$ cat src/rtl/fixed_weight_pkg.sv
// Shared definitions for the fixed-weight word enumerator: default sizes,
// FSM state type and the popcount / count-trailing-zeros helpers.
package fixed_weight_pkg;

  localparam int DEF_WIDTH = 8;
  localparam int DEF_CW    = 4;

  typedef enum logic {
    IDLE = 1'b0,
    RUN  = 1'b1
  } fw_state_e;

  function automatic logic [DEF_CW-1:0] popcount(input logic [DEF_WIDTH-1:0] v);
    logic [DEF_CW-1:0] cnt;
    cnt = '0;
    for (int i = 0; i < DEF_WIDTH; i++) begin
      cnt = cnt + DEF_CW'(v[i]);
    end
    return cnt;
  endfunction

  // Priority encoder: index of the lowest set bit, 0 for an all-zero word.
  function automatic logic [DEF_CW-1:0] ctz(input logic [DEF_WIDTH-1:0] v);
    logic [DEF_CW-1:0] idx;
    idx = '0;
    for (int i = DEF_WIDTH - 1; i >= 0; i--) begin
      if (v[i]) begin
        idx = DEF_CW'(i);
      end
    end
    return idx;
  endfunction

endpackage

$ cat src/rtl/fixed_weight_enum_gosper_next.sv
// Combinational successor step: next larger word with the same popcount,
// plus detection of the final word (top k bits set) for the latched weight k.
module gosper_next
  import fixed_weight_pkg::*;
#(
  parameter int WIDTH = DEF_WIDTH,
  parameter int CW    = DEF_CW
) (
  input  logic [WIDTH-1:0] v,
  input  logic [CW-1:0]    k,
  output logic [WIDTH-1:0] next,
  output logic             is_last
);

  logic [WIDTH-1:0] low_bit;
  logic [WIDTH-1:0] ripple;
  logic [WIDTH-1:0] moved;

  always_comb begin
    low_bit = v & (~v + WIDTH'(1));
    ripple  = v + low_bit;
    // Bits that fell off the carry chain are re-packed at the bottom.
    moved   = (ripple ^ v) >> 2;
    next    = ripple | (moved >> ctz(low_bit));
    is_last = (v == ~({WIDTH{1'b1}} >> k));
  end

endmodule

$ cat src/rtl/fixed_weight_enum.sv
// Enumerates every WIDTH-bit word of a requested popcount in ascending order
// over a valid/ready stream. Define FIXED_WEIGHT_CHECK_EN to add the chk_err monitor.
module fixed_weight_enum
  import fixed_weight_pkg::*;
#(
  parameter int WIDTH = DEF_WIDTH,
  parameter int CW    = DEF_CW
) (
  input  logic             clk,
  input  logic             rst,
  input  logic             start,
  input  logic [CW-1:0]    weight,
  output logic             busy,
  output logic             err,
  output logic             out_valid,
  input  logic             out_ready,
  output logic [WIDTH-1:0] out_word,
  output logic             out_last,
  output logic             done
`ifdef FIXED_WEIGHT_CHECK_EN
  ,
  output logic             chk_err
`endif
);

  fw_state_e        state_q, state_d;
  logic [CW-1:0]    k_q, k_d;
  logic [WIDTH-1:0] word_q, word_d;
  logic             err_q, err_d;
  logic             done_q, done_d;

  logic [WIDTH-1:0] next_word;
  logic             is_last;
  logic             xfer;

  gosper_next #(
    .WIDTH(WIDTH),
    .CW   (CW)
  ) u_gosper_next (
    .v      (word_q),
    .k      (k_q),
    .next   (next_word),
    .is_last(is_last)
  );

  assign xfer = (state_q == RUN) && out_ready;

  always_comb begin
    state_d = state_q;
    k_d     = k_q;
    word_d  = word_q;
    err_d   = 1'b0;
    done_d  = 1'b0;
    unique case (state_q)
      IDLE: begin
        if (start) begin
          if (weight > CW'(WIDTH)) begin
            err_d = 1'b1;
          end else begin
            state_d = RUN;
            k_d     = weight;
            word_d  = ~({WIDTH{1'b1}} << weight);
          end
        end
      end
      RUN: begin
        if (out_ready) begin
          if (is_last) begin
            state_d = IDLE;
            done_d  = 1'b1;
            word_d  = '0;
          end else begin
            word_d = next_word;
          end
        end
      end
      default: state_d = IDLE;
    endcase
  end

  always_ff @(posedge clk) begin
    if (rst) begin
      state_q <= IDLE;
      k_q     <= '0;
      word_q  <= '0;
      err_q   <= 1'b0;
      done_q  <= 1'b0;
    end else begin
      state_q <= state_d;
      k_q     <= k_d;
      word_q  <= word_d;
      err_q   <= err_d;
      done_q  <= done_d;
    end
  end

  assign busy      = (state_q == RUN);
  assign out_valid = (state_q == RUN);
  assign out_word  = word_q;
  // Gate with RUN: an idle word of 0 with k=0 would otherwise look final.
  assign out_last  = (state_q == RUN) && is_last;
  assign err       = err_q;
  assign done      = done_q;

`ifdef FIXED_WEIGHT_CHECK_EN
  logic             chk_err_q, chk_err_d;
  logic [WIDTH-1:0] prev_q, prev_d;
  logic             have_prev_q, have_prev_d;

  always_comb begin
    chk_err_d   = chk_err_q;
    prev_d      = prev_q;
    have_prev_d = have_prev_q;
    if ((state_q == IDLE) && start) begin
      have_prev_d = 1'b0;
    end
    if (xfer) begin
      if (popcount(word_q) != k_q) begin
        chk_err_d = 1'b1;
      end
      if (have_prev_q && (word_q <= prev_q)) begin
        chk_err_d = 1'b1;
      end
      prev_d      = word_q;
      have_prev_d = 1'b1;
    end
  end

  always_ff @(posedge clk) begin
    if (rst) begin
      chk_err_q   <= 1'b0;
      prev_q      <= '0;
      have_prev_q <= 1'b0;
    end else begin
      chk_err_q   <= chk_err_d;
      prev_q      <= prev_d;
      have_prev_q <= have_prev_d;
    end
  end

  assign chk_err = chk_err_q;
`endif

endmodule

$ cat config.mk
export PLATFORM = sky130hd
export DESIGN_NAME = fixed_weight_enum
export DESIGN_NICKNAME = d
export VERILOG_FILES = /design/src/rtl/fixed_weight_pkg.sv /design/src/rtl/fixed_weight_enum_gosper_next.sv /design/src/rtl/fixed_weight_enum.sv
export SDC_FILE = /design/constraint.sdc
export NUM_CORES = 1
export LEC_CHECK = 0
export BUFFER_PORTS_ARGS = -buffer_cell sky130_fd_sc_hd__buf_2
export CORE_ASPECT_RATIO = 1.2
export CORE_UTILIZATION = 55
export DETAILED_ROUTE_END_ITERATION = 7
export GPL_TIMING_DRIVEN = 0
export PLACE_DENSITY = 0.81
export SYNTH_ARGS = -nofsm -noshare
export SYNTH_HDL_FRONTEND = slang
export SYNTH_SLANG_ARGS = --single-unit
$ cat constraint.sdc
create_clock -name clk -period 3.2 [get_ports clk]
set_input_delay 0.16 -clock clk [delete_from_list [all_inputs] [get_ports clk]]
set_output_delay 0.16 -clock clk [all_outputs]
set_load 0.03 [all_outputs]
==> results.md <==
- Fraction of layout cells with a size suffix above 1: 24.4%
- Starting DRC count in detailed routing: 79
- Power Density: 434 nW/um^2
- Largest cells by area after synthesis: dfxtp_1 (21%), a21oi_1 (7.2%), o21ai_0 (5.1%)
- Max-slew violation count: 0
- Clk slew on worst S/H paths: 90 ps
- Non-filler cells, final: 254
- WP buf/inv: 2
- Rel. slew slack: 60.0%
- CTS Buf Count: 3
- GPL Wtd Cong: 0.992
- Most frequent CP cell: buf_2
- Antenna Nets Post-Route: 0
- Post-Synth Adder-Cell Area: 0%
- DRT Wirelength: 4210 um
- Remaining DRCs: 0
- Fillers: 227
- Worst-Margin Slew: 600 ps
- Post-Place Cells: 250
- Via count: 1639
- CTS tree: done
- # resized after CTS: 0
- Initial antenna violation count: 0
- Footprint of the multi-input gates: 1040 um^2
- IO Pins: 21
- PortBufs: 20
- Vias per std cell: 6.45
- Final period utilization: 74.2%
- Vias in the first global route: 1500
- Die area: 2870 um^2
- Synthesized instance count: 197
- Worst setup SP type: flop
- TNS Setup: 0 ps
- Final setup skew: 3.83 ps
- RSZ-0062 raised after global routing: no
- Num rows: 20
- Max incr delay on CP: 510 ps
- Wirelength per Cell: 16.6 um
- ANT cells: 0
- Synthesis-to-layout area growth: 11.5%
- CP delay by family, top: simple AND/OR/NAND/NOR gates
- Slowest CP cell: or4_1
- Top-count cell post-synth: a21oi_1
- Dominant synthesized flop cell: dfxtp_1
- First drt pass iteration count: 5
- Worst path cell trace: buf_2 -> or4_1 -> nand2_1 -> a311oi_2 -> nor4_4 -> and2_1 -> buf_2
- CORE AREA: 2530 um^2
- FF+latch area: 300 um^2
- Grt total ovfl: 0
- CP max FO: 10
- HP Class: in -> reg
- Initial Util: 57.9%
- Multiplexer area fraction after synthesis: 3.42%
- Simple-Gate Fraction of Synth Area: 29.5%
- Syn Area/Cell: 7.43 um^2
- Fmax: 421 MHz
- Share of the synthesized area in the top cell type: 20.5%
- Number of nets in the layout: 230
- Clock sinks: 15
- Global-route wire length before repair: 6820 um
- CP required: 3040 ps
- Endpoints failing setup: 0
- Hold_buf cts: 0
- Seq cells post-synth: 15
- Largest net degree at the start of global routing: 11
- GR Util met1: 35.0%
- CP Capture Type: output port
- Max-cap violations: 0
- CTS max path bufs: 2
- LEAKAGE: 0.644 nW
- Asr flop ratio synth: 0%
- Post-DP HPWL: 3250 um
- Worst-Skew Late Latency: 280 ps
- Global routing met3 resource utilization: 2.33%
- Endpoints failing hold: 0
- Outcome: complete, no violations
- Yosys top cell by area: dfxtp_1
- Ys Warns: 0
- Setup Buffers After CTS: 0
- Post-Syn Area: 1460 um^2
- Post-Place Worst Slack: 972 ps
- Data arrival time of the worst path: 2210 ps
- Yosys cell types: 60
- Class of the most critical setup path: reg -> out
- EDFF count, synth: 0
- Synth Area in XOR/XNOR: 1.20%
- Post-Syn Nets: 205
- Die span in y: 58.5 um
- H-tree levels: 1
- Clock root buffer: clkbuf_4
- Met2 Use GR: 53.8%
- Largest family of logic cells by synthesized area: compound AO/OA/AOI/OAI gates
- Die Wd: 49.1 um
- Post-synth top cells: a21oi_1 (21), nand2_1 (19), dfxtp_1 (15), o21ai_0 (15), nor2_1 (13)
- Compound-gate portion of the synthesized area: 36.8%
- Final min period: 2370 ps
- Grt peak-use layer: met2
- Global Route Usage Sum: 31.1%
- Peak VDD IR: 0.306 mV
- Sequential fraction of the synthesis area: 20.5%
- Setup WS post-layout: 826 ps
[per-stage QoR]
stage	cell area (um^2)	power (mW)	hold slack, ps	util, %
4_1_cts	1630	0.705	130	64.6
3_5_place_dp	1610	0.599	434	63.5
3_3_place_gp	1610	0.591	426	63.5
2_1_floorplan	1460	0.511	229	-
6_report	1630	0.709	138	64.6
5_1_grt	1630	0.749	149	64.6
[area by class of cell]
| cell class | count | area share (%) |
|---|---|---|
| Buffer | 17 | 6.29 |
| Clock buffer | 4 | 1.61 |
| Tap cell | 33 | 2.53 |
| Inverter | 6 | 1.38 |
| Multi-Input combinational cell | 159 | 63.7 |
| Sequential cell | 15 | 18.4 |
| Timing Repair Buffer | 20 | 6.13 |
[cells by family after synthesis]
kind of cell | after synthesis
mux | 5
buf+inv | 23
xor+xnor | 2
flops | 15
compound gates | 76
simple gates | 76
[worst register-to-register path, stage by stage (launching register included)]
cell and delay, ps:
dfxtp_1 350, buf_4 170, inv_1 130, a311oi_4 460, o21bai_4 240, mux2i_1 240, nor2_1 60, nor4_1 380
a2111oi_2 80
[flip-flops by register name (all words and copies together) (netlist names)]
name and flops:
busy 1, out_word 8, done 1, k_q 4
err 1
[final timing paths]
path,startpoint,to,slack [ps],cells after the start
worst min register to register,k_q[0],k_q[0],580,2
worst min-delay path,rst,out_word[2],140,2
worst max-delay path,k_q[1],out_last,830,7
worst max register to register,out_word[3],out_word[2],940,8
[power by group]
part,internal [mW],switching (mW),leakage (nW),total (mW)
registers,0.202,0.0148,0.123,0.217
logic,0.142,0.243,0.505,0.385
clock network,0.0485,0.0590,0.0150,0.107
[layout by cell type, fill, tap and decap left out, types with 2 or more instances in the layout]
| cell | n |
|---|---|
| nor3_2 | 2 |
| buf_6 | 2 |
| nor2_1 | 13 |
| or2_1 | 2 |
| o311ai_0 | 2 |
| a31oi_1 | 4 |
| o22ai_1 | 3 |
| clkbuf_1 | 5 |
| buf_2 | 27 |
| a21oi_1 | 21 |
| nand3_1 | 5 |
| buf_4 | 4 |
| nand2b_1 | 4 |
| inv_1 | 5 |
| o31ai_1 | 2 |
| clkbuf_4 | 3 |
| o21ai_0 | 15 |
| mux2i_1 | 5 |
| dfxtp_1 | 15 |
| nor2b_1 | 3 |
| or3_1 | 2 |
| xnor2_1 | 2 |
| o21ai_1 | 5 |
| a211oi_1 | 3 |
| nand2_1 | 19 |
| nor4_1 | 3 |
| and2_1 | 2 |
| nor3_1 | 8 |
| a32oi_1 | 2 |
| o211ai_1 | 2 |
[layer usage]
layer  routed length [um]  up-vias
met4                  167        0
li1                     -      790
met1                 1690      763
met5                    0        -
met2                 2110       71
met3                  240       15
Power figures use the tool's default switching activity.
